[config.mk]
export PLATFORM = sky130hd
export DESIGN_NAME = ctrl_pipe
export DESIGN_NICKNAME = d
export VERILOG_FILES = /design/src/rtl/ctrl_pipe_pkg.sv /design/src/rtl/ctrl_pipe_stage_reg.sv /design/src/rtl/ctrl_pipe.sv
export SDC_FILE = /design/constraint.sdc
export NUM_CORES = 1
export LEC_CHECK = 0
export ABC_AREA = 0
export CORE_MARGIN = 5
export CORE_UTILIZATION = 25
export CTS_CLUSTER_SIZE = 20
export DETAILED_ROUTE_END_ITERATION = 16
export PLACE_DENSITY = 0.49
export SLEW_MARGIN = 20
export SYNTH_ARGS = -nofsm -noshare
export SYNTH_HDL_FRONTEND = slang
export SYNTH_SLANG_ARGS = --single-unit
[constraint.sdc]
create_clock -name clk -period 3.5 [get_ports clk]
set_clock_uncertainty 0.1 [all_clocks]
set_input_delay 1.05 -clock clk [delete_from_list [all_inputs] [get_ports clk]]
set_output_delay 1.05 -clock clk [all_outputs]
set_load 0.02 [all_outputs]
[src/rtl/ctrl_pipe_pkg.sv]
`default_nettype none
// ============================================================================
// Module   : ctrl_pipe_pkg
// Purpose  : Control-word layout, bubble constant and stage-0 action decode
// Revision : 1.0
// ============================================================================
package ctrl_pipe_pkg;

  localparam int c_CW_DEF = 16;

  // Control-word field offsets (default 16-bit layout)
  localparam int c_RF_E_BIT      = 0;
  localparam int c_MEM_E_BIT     = 1;
  localparam int c_MEM_SIZE_LSB  = 2;
  localparam int c_MEM_SIZE_W    = 2;
  localparam int c_BL_BIT        = 4;
  localparam int c_B_BIT         = 5;
  localparam int c_STORE_CC_BIT  = 6;
  localparam int c_MEM_WRITE_BIT = 7;
  localparam int c_LOAD_BIT      = 8;
  localparam int c_AM_LSB        = 9;
  localparam int c_AM_W          = 2;
  localparam int c_ALU_OP_LSB    = 11;
  localparam int c_ALU_OP_W      = 4;

  typedef struct packed {
    logic       spare;
    logic [3:0] alu_op;
    logic [1:0] am;
    logic       load;
    logic       mem_write;
    logic       store_cc;
    logic       b;
    logic       bl;
    logic [1:0] mem_size;
    logic       mem_e;
    logic       rf_e;
  } ctrl_word_t;

  localparam logic [c_CW_DEF-1:0] c_BUBBLE  = '0;
  localparam logic [15:0]         c_CNT_SAT = 16'hFFFF;

  typedef enum logic [1:0] {
    S0_LOAD   = 2'd0,
    S0_HOLD   = 2'd1,
    S0_BUBBLE = 2'd2
  } s0_act_e;

  // Stage-0 priority: flush beats stall beats nop_sel beats a normal load.
  function automatic s0_act_e s0_action(input logic flush, input logic stall,
                                        input logic nop_sel);
    s0_act_e act;
    if (flush)        act = S0_BUBBLE;
    else if (stall)   act = S0_HOLD;
    else if (nop_sel) act = S0_BUBBLE;
    else              act = S0_LOAD;
    return act;
  endfunction

endpackage
`default_nettype wire

[src/rtl/ctrl_pipe_stage_reg.sv]
`default_nettype none
// ============================================================================
// Module   : ctrl_stage_reg
// Purpose  : One pipeline slot: control word plus valid, with load/hold/bubble
// Revision : 1.0
// ============================================================================
module ctrl_stage_reg
  import ctrl_pipe_pkg::*;
#(
  parameter int CW = c_CW_DEF
) (
  input  logic          clk,
  input  logic          reset,
  input  logic          load_en,
  input  logic          bubble,
  input  logic [CW-1:0] d_ctrl,
  input  logic          d_valid,
  output logic [CW-1:0] q_ctrl,
  output logic          q_valid
);

  logic [CW-1:0] r_ctrl;
  logic          r_valid;

  // An invalid word is stored as all-zero so downstream strobes can never fire.
  always_ff @(posedge clk or negedge reset) begin
    if (!reset) begin
      r_ctrl  <= CW'(c_BUBBLE);
      r_valid <= 1'b0;
    end else if (bubble) begin
      r_ctrl  <= CW'(c_BUBBLE);
      r_valid <= 1'b0;
    end else if (load_en) begin
      r_ctrl  <= d_valid ? d_ctrl : CW'(c_BUBBLE);
      r_valid <= d_valid;
    end
  end

  assign q_ctrl  = r_ctrl;
  assign q_valid = r_valid;

endmodule
`default_nettype wire

[src/rtl/ctrl_pipe.sv]
`default_nettype none
// ============================================================================
// Module   : ctrl_pipe
// Purpose  : Post-decode control-word pipeline with stall/flush/bubble insert
// Revision : 1.0
// ============================================================================
module ctrl_pipe
  import ctrl_pipe_pkg::*;
#(
  parameter int CW       = c_CW_DEF,
  parameter int STAGES   = 3,
  parameter int RF_E_BIT = c_RF_E_BIT
) (
  input  logic                 clk,
  input  logic                 reset,
  input  logic [CW-1:0]        id_ctrl,
  input  logic                 id_valid,
  input  logic                 nop_sel,
  input  logic                 stall,
  input  logic                 flush,
  output logic [STAGES*CW-1:0] stage_ctrl,
  output logic [STAGES-1:0]    stage_valid,
  output logic                 wb_rf_e,
  output logic [15:0]          bubble_cnt
);

  s0_act_e                  w_s0_act;
  logic                     w_s0_load;
  logic                     w_s0_bubble;
  logic                     w_s1_bubble;
  logic                     w_cnt_inc;
  logic [STAGES-1:0][CW-1:0] w_q_ctrl;
  logic [STAGES-1:0]        w_q_valid;
  logic [15:0]              r_bubble_cnt;

  assign w_s0_act    = s0_action(flush, stall, nop_sel);
  assign w_s0_load   = (w_s0_act == S0_LOAD);
  assign w_s0_bubble = (w_s0_act == S0_BUBBLE);
  // A stall starves stage 1 while stage 0 holds; flush overrides the stall.
  assign w_s1_bubble = stall & ~flush;

  for (genvar k = 0; k < STAGES; k++) begin : g_stage
    if (k == 0) begin : g_head
      ctrl_stage_reg #(.CW(CW)) u_reg (
        .clk     (clk),
        .reset   (reset),
        .load_en (w_s0_load),
        .bubble  (w_s0_bubble),
        .d_ctrl  (id_ctrl),
        .d_valid (id_valid),
        .q_ctrl  (w_q_ctrl[k]),
        .q_valid (w_q_valid[k])
      );
    end else if (k == 1) begin : g_second
      ctrl_stage_reg #(.CW(CW)) u_reg (
        .clk     (clk),
        .reset   (reset),
        .load_en (1'b1),
        .bubble  (w_s1_bubble),
        .d_ctrl  (w_q_ctrl[k-1]),
        .d_valid (w_q_valid[k-1]),
        .q_ctrl  (w_q_ctrl[k]),
        .q_valid (w_q_valid[k])
      );
    end else begin : g_tail
      ctrl_stage_reg #(.CW(CW)) u_reg (
        .clk     (clk),
        .reset   (reset),
        .load_en (1'b1),
        .bubble  (1'b0),
        .d_ctrl  (w_q_ctrl[k-1]),
        .d_valid (w_q_valid[k-1]),
        .q_ctrl  (w_q_ctrl[k]),
        .q_valid (w_q_valid[k])
      );
    end
  end

  // Only injected bubbles count: flush always, nop_sel only when it kills a real word.
  assign w_cnt_inc = w_s0_bubble & (flush | id_valid);

  always_ff @(posedge clk or negedge reset) begin
    if (!reset) begin
      r_bubble_cnt <= '0;
    end else if (w_cnt_inc && (r_bubble_cnt != c_CNT_SAT)) begin
      r_bubble_cnt <= r_bubble_cnt + 16'd1;
    end
  end

  assign stage_ctrl  = w_q_ctrl;
  assign stage_valid = w_q_valid;
  assign wb_rf_e     = w_q_valid[STAGES-1] & w_q_ctrl[STAGES-1][RF_E_BIT];
  assign bubble_cnt  = r_bubble_cnt;

endmodule
`default_nettype wire

==> out/summary.json, run 1 <==
{
  "cts": {
    "tritoncts": "yes",
    "clk_pin_slew_worst_paths_ns": 0.07,
    "postCtsResizedCells": 0,
    "postCtsHoldBufs": 0,
    "cts.sink_count": 67,
    "root_buffer": "sky130_fd_sc_hd__clkbuf_8",
    "worstSkewPairLatency_ns": 0.33,
    "cts_max_path_buffers": 2,
    "cts_made_buffers": 9,
    "post_cts_setup_repair_bufs": 0,
    "htreeDepth": 3
  },
  "logic_synthesis": {
    "synth_top_area_share": 0.662,
    "ys.warnings.count": 0,
    "synth_top_cell_by_area": "sky130_fd_sc_hd__dfrtp_1",
    "postSynth.asyncResetShare": 1.00,
    "netlist_top_cells_area": "sky130_fd_sc_hd__dfrtp_1 (66%), sky130_fd_sc_hd__a22o_1 (5.5%), sky130_fd_sc_hd__and2_1 (4.4%), sky130_fd_sc_hd__and3_1 (4.2%), sky130_fd_sc_hd__xnor2_1 (2.4%)",
    "yosys_register_bits": 67,
    "synth.avg_cell_area_sq_um": 13.3,
    "synth_flop_cell": "sky130_fd_sc_hd__dfrtp_1",
    "synth_enable_flop_cells": 0,
    "synthCells": 191,
    "synthMostInstantiatedCell": "sky130_fd_sc_hd__dfrtp_1",
    "synth.cell_area_sq_um": 2530,
    "yosysUniqueCellTypes": 35,
    "syn_nets": 214,
    "synth.top_cells.by_count": "sky130_fd_sc_hd__dfrtp_1 (67), sky130_fd_sc_hd__and2_1 (18), sky130_fd_sc_hd__and3_1 (17)",
    "synth.yosys.seq_area_share": 0.662
  },
  "placement": {
    "io_buffer_count": 89,
    "cell_total_after_placement": 405,
    "routabilityCongestion": 0.761,
    "post_dp_cell_area_sq_um": 3560,
    "place_hpwl_um": 4830
  },
  "critical_path": {
    "worstPathCellList": "clkdlybuf4s50_1",
    "required_ns": 2.35,
    "crit_type": "reg2out",
    "start_kind": "register",
    "worst-endpoint-arrival_ns": 1.65,
    "slowest_delay_ns": 0.71,
    "crit_fanout": 19,
    "cp_slowest_cell": "sky130_fd_sc_hd__clkdlybuf4s50_1",
    "cp_num_buf_inv": 1,
    "type_of_destination_of_the_critical_path": "output port",
    "cp_top_family": "buffers and inverters"
  },
  "floorplanning": {
    "fp.dieH_um": 111,
    "dieWidth_um": 111,
    "pin_count": 90,
    "dieArea_sq_um": 12200,
    "floorplan.core_area_sq_um": 9820,
    "start_util": 0.258,
    "num_rows": 36
  },
  "layout": {
    "filler_cell_count": 999,
    "design.final.nets": 306,
    "multiInputGateArea_sq_um": 781,
    "layout_cells_sized_above_1": 0.0767,
    "area.growth.synth_to_final_pct": 47.0,
    "instances_no_fill": 420,
    "stdcell_area_sq_um": 3720,
    "final_core_util": 0.379,
    "antenna_cells_inserted": 0,
    "ff_latch_area_sq_um": 1680
  },
  "sta": {
    "worst_slew_margin_rel": 0.533,
    "timing.hold.ws_ns": 0.386,
    "hold_viol": 0,
    "fmax_mhz": 357,
    "fin_tns_setup_ns": 0,
    "timing_max_transition_violations_final": 0,
    "finalWorstPathRequiredPeriod_ns": 2.80,
    "worst-slew-pin-transition_ns": 0.700,
    "post-route-period-util": 0.800,
    "setup_viol_count_final": 0,
    "grt_setup_unrepaired": "false"
  },
  "drt": {
    "detailedRoute.firstPassIterationCount": 4,
    "route.detailed.drc": 0,
    "drtAntennaViolNets": 0,
    "routed_wl_um": 6420,
    "routed-via-count": 1759,
    "route.detailed.vias_per_inst": 4.19,
    "initialDrtViolationCount": 80,
    "wl_per_cell_um": 15.3
  },
  "global_routing": {
    "grt_overflow": 0,
    "global_route_wire_length_before_repair_um": 10600,
    "track_usage": 0.108,
    "grt_pass1_vias": 1907,
    "grt_start_max_net_pins": 38,
    "grt_antenna_before_repair": 0
  },
  "pwr": {
    "worst_ir_drop_vdd_uv": 146,
    "swShare": 0.285,
    "total_switching_power_w": 0.000499,
    "power.static_leakage_nw": 1.68,
    "power_frac_clock": 0.306,
    "power.share.sequential": 0.513,
    "internal_cell_power_w": 0.00126,
    "comb_power_share": 0.181,
    "power.density_nw_per_um2": 472
  },
  "flow_run": {
    "reported_max_cap_violation_count": 0
  },
  "hold_path": {
    "worst_hold_path_type": "reg2reg"
  },
  "run_status": {
    "run_status": "complete, no violations"
  }
}
## metrics by stage
| stage | power, W | worst slack, ns |
|---|---|---|
| floorplan | 0.00106 | 1.23 |
| detailed placement | 0.00124 | 0.608 |
| CTS | 0.00179 | 0.659 |
| finish | 0.00175 | 0.700 |
| global placement | 0.00124 | 0.653 |
| global route | 0.00185 | 0.590 |
## worst register-to-register path, stage by stage (launching register included)
cell and delay (ns):
sky130_fd_sc_hd__dfrtp_1 0.43, sky130_fd_sc_hd__ha_1 0.21, sky130_fd_sc_hd__nand4_1 0.14, sky130_fd_sc_hd__nor4_2 0.41
sky130_fd_sc_hd__nor2_1 0.13, sky130_fd_sc_hd__mux2_1 0.33
## final timing paths
kind | start | end | slack [ns] | cells past startpoint
max | g_stage[0].g_head.u_reg.q_valid$_DFFE_PN0P_ | stage_valid[0] | 0.70 | 1
min | g_stage[1].g_second.u_reg.q_ctrl[1]$_DFF_PN0_ | g_stage[2].g_tail.u_reg.q_ctrl[1]$_DFF_PN0_ | 0.39 | 1
max reg2reg | bubble_cnt[0]$_DFFE_PN0P_ | bubble_cnt[1]$_DFFE_PN0P_ | 1.64 | 5
min reg2reg | g_stage[1].g_second.u_reg.q_ctrl[1]$_DFF_PN0_ | g_stage[2].g_tail.u_reg.q_ctrl[1]$_DFF_PN0_ | 0.39 | 1
max in group asynchronous | reset | g_stage[1].g_second.u_reg.q_ctrl[2]$_DFF_PN0_ | 1.98 | 2
min in group asynchronous | reset | bubble_cnt[0]$_DFFE_PN0P_ | 0.67 | 1
## cell type report
cell class	instances	area share
flip-flops and latches	67	0.451
repair buffers	92	0.248
multi-input cells	109	0.210
well taps	133	0.0447
clock buffers	12	0.0390
clock inverters	3	0.00404
inverters	4	0.00404
## power groups by stage
stage,clock network (W),logic [W],registers [W]
after global placement,0,0.000323,0.000914
after global routing,0.000593,0.000346,0.000910
final,0.000536,0.000318,0.000900
after floorplan,0,0.000104,0.000954
after detailed placement,0,0.000325,0.000916
after CTS,0.000561,0.000326,0.000901
## per-layer routing
metal / wire, um / up-vias / GRT usage
met2: 3070 / 52 / 0.164
met1: 2950 / 845 / 0.145
met4: 95 / 0 / 0.0484
met5: 0 / - / 0
li1: - / 856 / -
met3: 304 / 6 / 0.0290
## sequential cells by signal (all words and copies together) (netlist names)
register	count
g_stage.g_second.u_reg.q_valid	1
g_stage.g_tail.u_reg.q_ctrl	16
g_stage.g_head.u_reg.q_valid	1
g_stage.g_second.u_reg.q_ctrl	16
bubble_cnt	16
g_stage.g_head.u_reg.q_ctrl	16
g_stage.g_tail.u_reg.q_valid	1
## cells in the final DEF, fill, tap and decap left out, drive strengths merged, types with 3 or more instances in the layout
cell / n
clkdlybuf4s50: 88
dfrtp: 67
and2: 18
and3: 17
a22o: 16
clkbuf: 12
xnor2: 7
nand4: 6
nor3: 5
nand2: 4
nor2: 4
inv: 4
buf: 4
nand3: 3
mux2: 3
xor2: 3
clkinv: 3
## logic make-up (layout without fill, tap and decap cells)
family / after synthesis / count (layout) / share of synthesized area
xor+xnor: 10 / 10 / 0.0346
buf+inv: 15 / 111 / 0.0292
simple gates: 69 / 69 / 0.172
fa+ha+maj: 1 / 1 / 0.00494
compound gates: 26 / 26 / 0.0835
mux: 3 / 3 / 0.0133
flops: 67 / 67 / 0.662
Power figures use the tool's default switching activity.
==> run 2: changes to the inputs <==
--- a/config.mk
+++ b/config.mk
@@ -10,7 +10,7 @@
 export CORE_UTILIZATION = 25
 export CTS_CLUSTER_SIZE = 20
 export DETAILED_ROUTE_END_ITERATION = 16
-export PLACE_DENSITY = 0.49
+export PLACE_DENSITY = 0.5
 export SLEW_MARGIN = 20
 export SYNTH_ARGS = -nofsm -noshare
 export SYNTH_HDL_FRONTEND = slang
==> constraint.sdc (replaced) <==
create_clock -name clk -period 2.4 [get_ports clk]
set_clock_uncertainty 0.1 [all_clocks]
set_input_delay 0.72 -clock clk [delete_from_list [all_inputs] [get_ports clk]]
set_output_delay 0.72 -clock clk [all_outputs]
set_load 0.02 [all_outputs]
==> run 2 against run 1 <==
Against the previous run:
- sequential share of layout area down 1.5 points
- critical path type unchanged
- utilization up 1.3 points
- flip-flop and latch count unchanged
- sequential power up 46%
- power up 62%
- largest power group unchanged
- global-route usage about the same
- cell count up 1.9%
- first-iteration DRC count down 46%
- critical path depth unchanged
- die area unchanged
- combinational power up 51%
==> out/summary.json, run 2 (synthesis gave the netlist of run 1 again) <==
{
  "pwr": {
    "power.static_leakage": {"value": 1.75, "unit": "nW", "change": "was 1.68 nW"},
    "power.share.sequential": {"value": 0.460, "change": "was 0.513"},
    "swShare": {"value": 0.276, "change": "was 0.285"},
    "power.density": {"value": 739, "unit": "nW/um^2", "change": "was 472 nW/um^2"},
    "worst_ir_drop_vdd": {"value": 241, "unit": "uV", "change": "was 146 uV"},
    "comb_power_share": {"value": 0.169, "change": "was 0.181"},
    "internal_cell_power": {"value": 0.00206, "unit": "W", "change": "was 0.00126 W"},
    "power.total": {"value": 0.00285, "unit": "W", "change": "was 0.00175 W"},
    "total_switching_power": {"value": 0.000785, "unit": "W", "change": "was 0.000499 W"},
    "power_frac_clock": {"value": 0.371, "change": "was 0.306"}
  },
  "cts": {
    "cts_made_buffers": {"value": 9, "change": "unchanged"},
    "clk_pin_slew_worst_paths": {"value": 0.07, "unit": "ns", "change": "about the same"},
    "post_cts_setup_repair_bufs": {"value": 0, "change": "unchanged"},
    "htreeDepth": {"value": 3, "change": "unchanged"},
    "root_buffer": {"value": "sky130_fd_sc_hd__clkbuf_8", "change": "unchanged"},
    "cts_max_path_buffers": {"value": 2, "change": "unchanged"},
    "worstSkewPairLatency": {"value": 0.34, "unit": "ns", "change": "was 0.33 ns"},
    "tritoncts": {"value": "yes", "change": "unchanged"},
    "cts.sink_count": {"value": 67, "change": "unchanged"},
    "postCtsHoldBufs": {"value": 0, "change": "unchanged"},
    "postCtsResizedCells": {"value": 0, "change": "unchanged"}
  },
  "critical_path": {
    "capture_instance_of_the_worst_register_to_register_path": {"value": "bubble_cnt[1]$_DFFE_PN0P_", "change": "unchanged"},
    "cp_top_family": {"value": "buffers and inverters", "change": "unchanged"},
    "rr_startpoint": {"value": "bubble_cnt[0]$_DFFE_PN0P_", "change": "unchanged"},
    "crit_fanout": {"value": 7, "change": "was 19"},
    "r2r_cells": {"value": 5, "change": "unchanged"},
    "type_of_destination_of_the_critical_path": {"value": "output port", "change": "unchanged"},
    "cp_num_buf_inv": {"value": 1, "change": "unchanged"},
    "required": {"value": 1.58, "unit": "ns", "change": "was 2.35 ns"},
    "slowest_delay": {"value": 0.66, "unit": "ns", "change": "was 0.71 ns"},
    "reg2reg_setup_slack": {"value": 0.53, "unit": "ns", "change": "was 1.64 ns"},
    "cp_slowest_cell": {"value": "sky130_fd_sc_hd__clkdlybuf4s50_1", "change": "unchanged"},
    "crit_type": {"value": "reg2out", "change": "unchanged"},
    "start_kind": {"value": "register", "change": "unchanged"},
    "worstPathCellList": {"value": "clkdlybuf4s50_1", "change": "unchanged"},
    "worst-endpoint-arrival": {"value": 1.47, "unit": "ns", "change": "was 1.65 ns"}
  },
  "run_status": {
    "run_status": {"value": "complete, no violations", "change": "unchanged"}
  },
  "drt": {
    "detailedRoute.firstPassIterationCount": {"value": 4, "change": "unchanged"},
    "wl_per_cell": {"value": 14.9, "unit": "um", "change": "was 15.3 um"},
    "route.detailed.vias_per_inst": {"value": 4.18, "change": "was 4.19"},
    "routed_wl": {"value": 6370, "unit": "um", "change": "was 6420 um"},
    "initialDrtViolationCount": {"value": 43, "change": "was 80"},
    "routed-via-count": {"value": 1791, "change": "was 1759"},
    "route.detailed.drc": {"value": 0, "change": "unchanged"},
    "drtAntennaViolNets": {"value": 0, "change": "unchanged"}
  },
  "layout": {
    "instances_no_fill": {"value": 428, "change": "was 420"},
    "antenna_cells_inserted": {"value": 0, "change": "unchanged"},
    "area.growth.synth_to_final": {"value": 52.2, "unit": "%", "change": "was 47.0%"},
    "layout_cells_sized_above_1": {"value": 0.108, "change": "was 0.0767"},
    "layout.cells.most_common": {"value": "sky130_fd_sc_hd__clkdlybuf4s50_1", "change": "unchanged"},
    "design.final.nets": {"value": 313, "change": "was 306"},
    "layout_common_cells": {"value": "sky130_fd_sc_hd__clkdlybuf4s50_1 (88), sky130_fd_sc_hd__dfrtp_1 (67), sky130_fd_sc_hd__and2_1 (18), sky130_fd_sc_hd__and3_1 (17), sky130_fd_sc_hd__a22o_1 (16)", "change": "unchanged"}
  },
  "placement": {
    "cell_total_after_placement": {"value": 412, "change": "was 405"},
    "routabilityCongestion": {"value": 0.786, "change": "was 0.761"},
    "io_buffer_count": {"value": 89, "change": "unchanged"},
    "place_hpwl": {"value": 4880, "unit": "um", "change": "was 4830 um"},
    "placement.setup.worst_slack": {"value": 0.0686, "unit": "ns", "change": "was 0.608 ns"}
  },
  "sta": {
    "timing.hold.ws": {"value": 0.261, "unit": "ns", "change": "was 0.386 ns"},
    "worst-slew-pin-transition": {"value": 0.431, "unit": "ns", "change": "was 0.700 ns"},
    "worst_slack": {"value": 0.110, "unit": "ns", "change": "was 0.700 ns"},
    "grt_setup_unrepaired": {"value": "false", "change": "unchanged"},
    "fin_tns_setup": {"value": 0, "unit": "ns", "change": "unchanged"},
    "timing_max_transition_violations_final": {"value": 0, "change": "unchanged"},
    "hold_viol": {"value": 0, "change": "unchanged"},
    "fmax_mhz": 437,
    "worst_slew_margin_rel": {"value": 0.713, "change": "was 0.533"},
    "finalWorstPathRequiredPeriod_ns": 2.29,
    "post-route-period-util": 0.954,
    "setup_viol_count_final": {"value": 0, "change": "unchanged"}
  },
  "floorplanning": {
    "pin_count": {"value": 90, "change": "unchanged"},
    "fp.dieH": {"value": 111, "unit": "um", "change": "unchanged"},
    "start_util": {"value": 0.258, "change": "unchanged"},
    "dieArea": {"value": 12200, "unit": "sq um", "change": "unchanged"},
    "num_rows": {"value": 36, "change": "unchanged"},
    "dieWidth": {"value": 111, "unit": "um", "change": "unchanged"},
    "floorplan.core_area": {"value": 9820, "unit": "sq um", "change": "unchanged"}
  },
  "global_routing": {
    "global_route_wire_length_before_repair": {"value": 10500, "unit": "um", "change": "was 10600 um"},
    "grt_antenna_before_repair": {"value": 0, "change": "unchanged"},
    "grt_pass1_vias": {"value": 1856, "change": "was 1907"},
    "track_usage": {"value": 0.108, "change": "about the same"},
    "grt_overflow": {"value": 0, "change": "unchanged"},
    "grt_start_max_net_pins": {"value": 43, "change": "was 38"}
  },
  "flow_run": {
    "reported_max_cap_violation_count": {"value": 0, "change": "unchanged"}
  },
  "hold_path": {
    "worst_hold_path_type": {"value": "in2async", "change": "was reg2reg"}
  }
}
-- run 2: worst max path at each step --
stage / start / end / cells past startpoint
2_1_floorplan: flush / g_stage[0].g_head.u_reg.q_ctrl[10]$_DFFE_PN0P_ / 4
3_3_place_gp: nop_sel / bubble_cnt[14]$_DFFE_PN0P_ / 6
3_5_place_dp: nop_sel / bubble_cnt[14]$_DFFE_PN0P_ / 6
4_1_cts: bubble_cnt[5]$_DFFE_PN0P_ / bubble_cnt[5] / 1
5_1_grt: bubble_cnt[5]$_DFFE_PN0P_ / bubble_cnt[5] / 1
6_report: bubble_cnt[5]$_DFFE_PN0P_ / bubble_cnt[5] / 1
-- run 2: power groups by stage --
stage | Sequential, W | Clock, W | Combinational, W
2_1_floorplan | 0.00139 | 0 | 0.000151
3_3_place_gp | 0.00133 | 0 | 0.000488
3_5_place_dp | 0.00133 | 0 | 0.000489
4_1_cts | 0.00131 | 0.00108 | 0.000490
5_1_grt | 0.00132 | 0.00113 | 0.000520
6_report | 0.00131 | 0.00106 | 0.000481
-- run 2: layout make-up --
type / count / area, sq um
repair buffers: 99 / 986
flip-flops and latches: 67 / 1680
well taps: 133 / 166
multi-input cells: 109 / 781
clock inverters: 6 / 88.8
clock buffers: 10 / 138
inverters: 4 / 15.0
fillers: 1003 / 5970
-- run 2: worst register-to-register path, stage by stage (launching register included) --
cell and delay (ns):
sky130_fd_sc_hd__dfrtp_1 0.43, sky130_fd_sc_hd__ha_1 0.22, sky130_fd_sc_hd__nand4_1 0.14, sky130_fd_sc_hd__nor4_2 0.42, sky130_fd_sc_hd__nor2_1 0.13, sky130_fd_sc_hd__mux2_1 0.32
-- run 2: layer usage --
metal | routed length, um | vias to the layer above | part of all wire | global-route usage
li1 | - | 876 | - | -
met1 | 2940 | 862 | 0.46 | 0.145
met2 | 3040 | 44 | 0.48 | 0.161
met3 | 272 | 9 | 0.043 | 0.0295
met4 | 119 | 0 | 0.019 | 0.0542
met5 | 0 | - | 0 | 0
-- run 2: stage by stage --
step / util / area (sq um)
after detailed placement: 0.369 / 3620
after CTS: 0.392 / 3850
after floorplan: - / 2530
final: 0.392 / 3850
after global placement: 0.369 / 3620
after global routing: 0.392 / 3850
==> run 3: changes to the inputs <==
--- a/config.mk
+++ b/config.mk
@@ -6,7 +6,7 @@
 export NUM_CORES = 1
 export LEC_CHECK = 0
 export ABC_AREA = 0
-export CORE_MARGIN = 5
+export CORE_MARGIN = 2
 export CORE_UTILIZATION = 25
 export CTS_CLUSTER_SIZE = 20
 export DETAILED_ROUTE_END_ITERATION = 16
==> constraint.sdc (replaced) <==
create_clock -name clk -period 2.4 [get_ports clk]
set_clock_uncertainty 0.1 [all_clocks]
set_input_delay 0.72 -clock clk [delete_from_list [all_inputs] [get_ports clk]]
set_output_delay 0.72 -clock clk [all_outputs]
set_load 0.005 [all_outputs]
==> run 3 against run 2 <==
Against the previous run:
- combinational power down 19%
- wire length down 2.8%
- clock power rose by 6%
- sequential share of layout area grew 0.14 points
- register-to-register slack got worse by 0.05 ns
- die area fell by 11%
- largest power group unchanged
==> out/summary.json, run 3 (synthesis gave the netlist of run 1 again) <==
{
  "floorplanning": {
    "num_rows": {"value": 36, "change": "unchanged"},
    "fp.dieH": {"value": 105, "unit": "um", "change": "was 111 um"},
    "start_util": {"value": 0.258, "change": "unchanged"},
    "floorplan.core_area": {"value": 9820, "unit": "sq um", "change": "unchanged"},
    "dieArea": {"value": 10900, "unit": "sq um", "change": "was 12200 sq um"},
    "dieWidth": {"value": 105, "unit": "um", "change": "was 111 um"},
    "pin_count": {"value": 90, "change": "unchanged"}
  },
  "critical_path": {
    "start_kind": {"value": "register", "change": "unchanged"},
    "type_of_destination_of_the_critical_path": {"value": "output port", "change": "unchanged"},
    "capture_instance_of_the_worst_register_to_register_path": {"value": "bubble_cnt[1]$_DFFE_PN0P_", "change": "unchanged"},
    "worstPathCellList": {"value": "clkdlybuf4s50_1", "change": "unchanged"},
    "slowest_delay": {"value": 0.56, "unit": "ns", "change": "was 0.66 ns"},
    "cp_slowest_cell": {"value": "sky130_fd_sc_hd__clkdlybuf4s50_1", "change": "unchanged"},
    "cp_num_buf_inv": {"value": 1, "change": "unchanged"},
    "cp_top_family": {"value": "buffers and inverters", "change": "unchanged"},
    "r2r_cells": {"value": 5, "change": "unchanged"},
    "rr_startpoint": {"value": "bubble_cnt[0]$_DFFE_PN0P_", "change": "unchanged"},
    "reg2reg_setup_slack": {"value": 0.48, "unit": "ns", "change": "was 0.53 ns"},
    "crit_fanout": {"value": 7, "change": "unchanged"},
    "required": {"value": 1.58, "unit": "ns", "change": "about the same"},
    "crit_type": {"value": "reg2out", "change": "unchanged"},
    "worst-endpoint-arrival": {"value": 1.37, "unit": "ns", "change": "was 1.47 ns"}
  },
  "cts": {
    "cts_made_buffers": {"value": 9, "change": "unchanged"},
    "post_cts_setup_repair_bufs": {"value": 0, "change": "unchanged"},
    "postCtsResizedCells": {"value": 0, "change": "unchanged"},
    "cts.sink_count": {"value": 67, "change": "unchanged"},
    "postCtsHoldBufs": {"value": 0, "change": "unchanged"},
    "tritoncts": {"value": "yes", "change": "unchanged"},
    "root_buffer": {"value": "sky130_fd_sc_hd__clkbuf_8", "change": "unchanged"},
    "clk_pin_slew_worst_paths": {"value": 0.08, "unit": "ns", "change": "was 0.07 ns"},
    "htreeDepth": {"value": 3, "change": "unchanged"},
    "worstSkewPairLatency": {"value": 0.33, "unit": "ns", "change": "was 0.34 ns"},
    "cts_max_path_buffers": {"value": 2, "change": "unchanged"}
  },
  "global_routing": {
    "track_usage": {"value": 0.118, "change": "was 0.108"},
    "global_route_wire_length_before_repair": {"value": 10100, "unit": "um", "change": "was 10500 um"},
    "grt_overflow": {"value": 0, "change": "unchanged"},
    "grt_pass1_vias": {"value": 1891, "change": "was 1856"},
    "grt_start_max_net_pins": {"value": 41, "change": "was 43"},
    "grt_antenna_before_repair": {"value": 0, "change": "unchanged"}
  },
  "pwr": {
    "power.static_leakage": {"value": 1.74, "unit": "nW", "change": "was 1.75 nW"},
    "power.density": {"value": 733, "unit": "nW/um^2", "change": "was 739 nW/um^2"},
    "power.share.sequential": {"value": 0.465, "change": "was 0.460"},
    "swShare": {"value": 0.244, "change": "was 0.276"},
    "worst_ir_drop_vdd": {"value": 230, "unit": "uV", "change": "was 241 uV"},
    "total_switching_power": {"value": 0.000686, "unit": "W", "change": "was 0.000785 W"},
    "power_frac_clock": {"value": 0.397, "change": "was 0.371"},
    "internal_cell_power": {"value": 0.00213, "unit": "W", "change": "was 0.00206 W"},
    "comb_power_share": {"value": 0.138, "change": "was 0.169"}
  },
  "layout": {
    "layout_common_cells": {"value": "sky130_fd_sc_hd__clkdlybuf4s50_1 (88), sky130_fd_sc_hd__dfrtp_1 (67), sky130_fd_sc_hd__and2_1 (18), sky130_fd_sc_hd__and3_1 (17), sky130_fd_sc_hd__a22o_1 (16)", "change": "unchanged"},
    "layout.cells.most_common": {"value": "sky130_fd_sc_hd__clkdlybuf4s50_1", "change": "unchanged"},
    "filler_cell_count": {"value": 1007, "change": "was 1003"},
    "ff_latch_area": {"value": 1680, "unit": "sq um", "change": "unchanged"},
    "layout_cells_sized_above_1": {"value": 0.105, "change": "was 0.108"},
    "multiInputGateArea": {"value": 781, "unit": "sq um", "change": "unchanged"},
    "stdcell_area": {"value": 3840, "unit": "sq um", "change": "was 3850 sq um"},
    "antenna_cells_inserted": {"value": 0, "change": "unchanged"},
    "area.growth.synth_to_final": {"value": 51.7, "unit": "%", "change": "was 52.2%"},
    "design.final.nets": {"value": 313, "change": "unchanged"},
    "final_core_util": {"value": 0.391, "change": "was 0.392"}
  },
  "sta": {
    "worst_slew_margin_rel": {"value": 0.672, "change": "was 0.713"},
    "post-route-period-util": {"value": 0.914, "change": "was 0.954"},
    "hold_viol": {"value": 0, "change": "unchanged"},
    "setup_viol_count_final": {"value": 0, "change": "unchanged"},
    "worst-slew-pin-transition": {"value": 0.492, "unit": "ns", "change": "was 0.431 ns"},
    "timing_max_transition_violations_final": {"value": 0, "change": "unchanged"},
    "fin_tns_setup": {"value": 0, "unit": "ns", "change": "unchanged"},
    "finalWorstPathRequiredPeriod": {"value": 2.19, "unit": "ns", "change": "was 2.29 ns"},
    "fmax": {"value": 456, "unit": "MHz", "change": "was 437 MHz"},
    "grt_setup_unrepaired": {"value": "false", "change": "unchanged"}
  },
  "drt": {
    "met1Wirelength": {"value": 2860, "unit": "um", "change": "was 2940 um"},
    "detailedRoute.firstPassIterationCount": {"value": 4, "change": "unchanged"},
    "drtAntennaViolNets": {"value": 0, "change": "unchanged"},
    "route.detailed.drc": {"value": 0, "change": "unchanged"},
    "met3WireLength": {"value": 215, "unit": "um", "change": "was 272 um"},
    "total_met2_wirelength_after_detailed_routing": {"value": 2970, "unit": "um", "change": "was 3040 um"},
    "dr.max_layer_used": {"value": "met4", "change": "unchanged"},
    "routed_wl": {"value": 6190, "unit": "um", "change": "was 6370 um"},
    "routed-via-count": {"value": 1791, "change": "unchanged"},
    "initialDrtViolationCount": {"value": 86, "change": "was 43"},
    "wl_per_cell": {"value": 14.5, "unit": "um", "change": "was 14.9 um"},
    "route.detailed.vias_per_inst": {"value": 4.19, "change": "was 4.18"}
  },
  "run_status": {
    "run_status": {"value": "complete, no violations", "change": "unchanged"}
  },
  "placement": {
    "post_dp_cell_area": {"value": 3600, "unit": "sq um", "change": "was 3620 sq um"},
    "io_buffer_count": {"value": 89, "change": "unchanged"},
    "place_hpwl": {"value": 4710, "unit": "um", "change": "was 4880 um"},
    "routabilityCongestion": {"value": 0.774, "change": "was 0.786"}
  },
  "hold_path": {
    "worst_hold_path_type": {"value": "in2async", "change": "unchanged"}
  },
  "flow_run": {
    "reported_max_cap_violation_count": {"value": 0, "change": "unchanged"}
  }
}
## run 3: cell count changes in the layout (fill, tap and decap cells not counted)
| cell | change |
|---|---|
| sky130_fd_sc_hd__buf_12 | -2 |
| sky130_fd_sc_hd__clkinv_2 | -1 |
| sky130_fd_sc_hd__clkinv_4 | +1 |
| sky130_fd_sc_hd__clkbuf_8 | -1 |
| sky130_fd_sc_hd__buf_4 | +2 |
| sky130_fd_sc_hd__clkinvlp_4 | -1 |
| sky130_fd_sc_hd__bufinv_16 | +1 |
## run 3: per-layer routing
layer  up-vias  GRT usage
met1       861      0.155
met5         -          0
met2        49      0.184
li1        870          -
met3        11     0.0225
met4         0     0.0657
## run 3: through the flow
| stage | hold slack, ns | total power, W | worst slack, ns | instances |
|---|---|---|---|---|
| after floorplan | 0.324 | 0.00146 | 0.458 | 191 |
| after detailed placement | 0.378 | 0.00173 | 0.0551 | 412 |
| after global placement | 0.375 | 0.00172 | 0.0818 | 412 |
| after CTS | 0.0506 | 0.00285 | 0.182 | 427 |
| after global routing | 0.0606 | 0.00294 | 0.139 | 427 |
| final | 0.0688 | 0.00281 | 0.208 | 427 |
## run 3: worst register-to-register path: cells and delay by family (launching register included)
kind          cells  cell delay, ns
simple gates      3            0.74
fa+ha+maj         1            0.21
flops             1            0.43
mux               1            0.33
## run 3: layout make-up
class,instances,share of cell area
flip-flops and latches,67,0.437
inverters,4,0.00391
clock buffers,9,0.0323
clock inverters,6,0.0300
multi-input cells,109,0.203
well taps,133,0.0434
repair buffers,99,0.250
## run 3: worst max-delay path by stage
stage,start,end,cells after the start
finish,bubble_cnt[5]$_DFFE_PN0P_,bubble_cnt[5],1
global route,bubble_cnt[5]$_DFFE_PN0P_,bubble_cnt[5],1
CTS,bubble_cnt[5]$_DFFE_PN0P_,bubble_cnt[5],1
floorplan,flush,g_stage[0].g_head.u_reg.q_ctrl[10]$_DFFE_PN0P_,4
detailed placement,nop_sel,bubble_cnt[14]$_DFFE_PN0P_,6
global placement,nop_sel,bubble_cnt[14]$_DFFE_PN0P_,6
## run 3: power groups by stage
stage,combinational [W],clock (W),sequential [W]
global route,0.000432,0.00119,0.00132
finish,0.000389,0.00112,0.00131
detailed placement,0.000397,0,0.00133
global placement,0.000393,0,0.00133
floorplan,0.000149,0,0.00131
CTS,0.000400,0.00115,0.00131
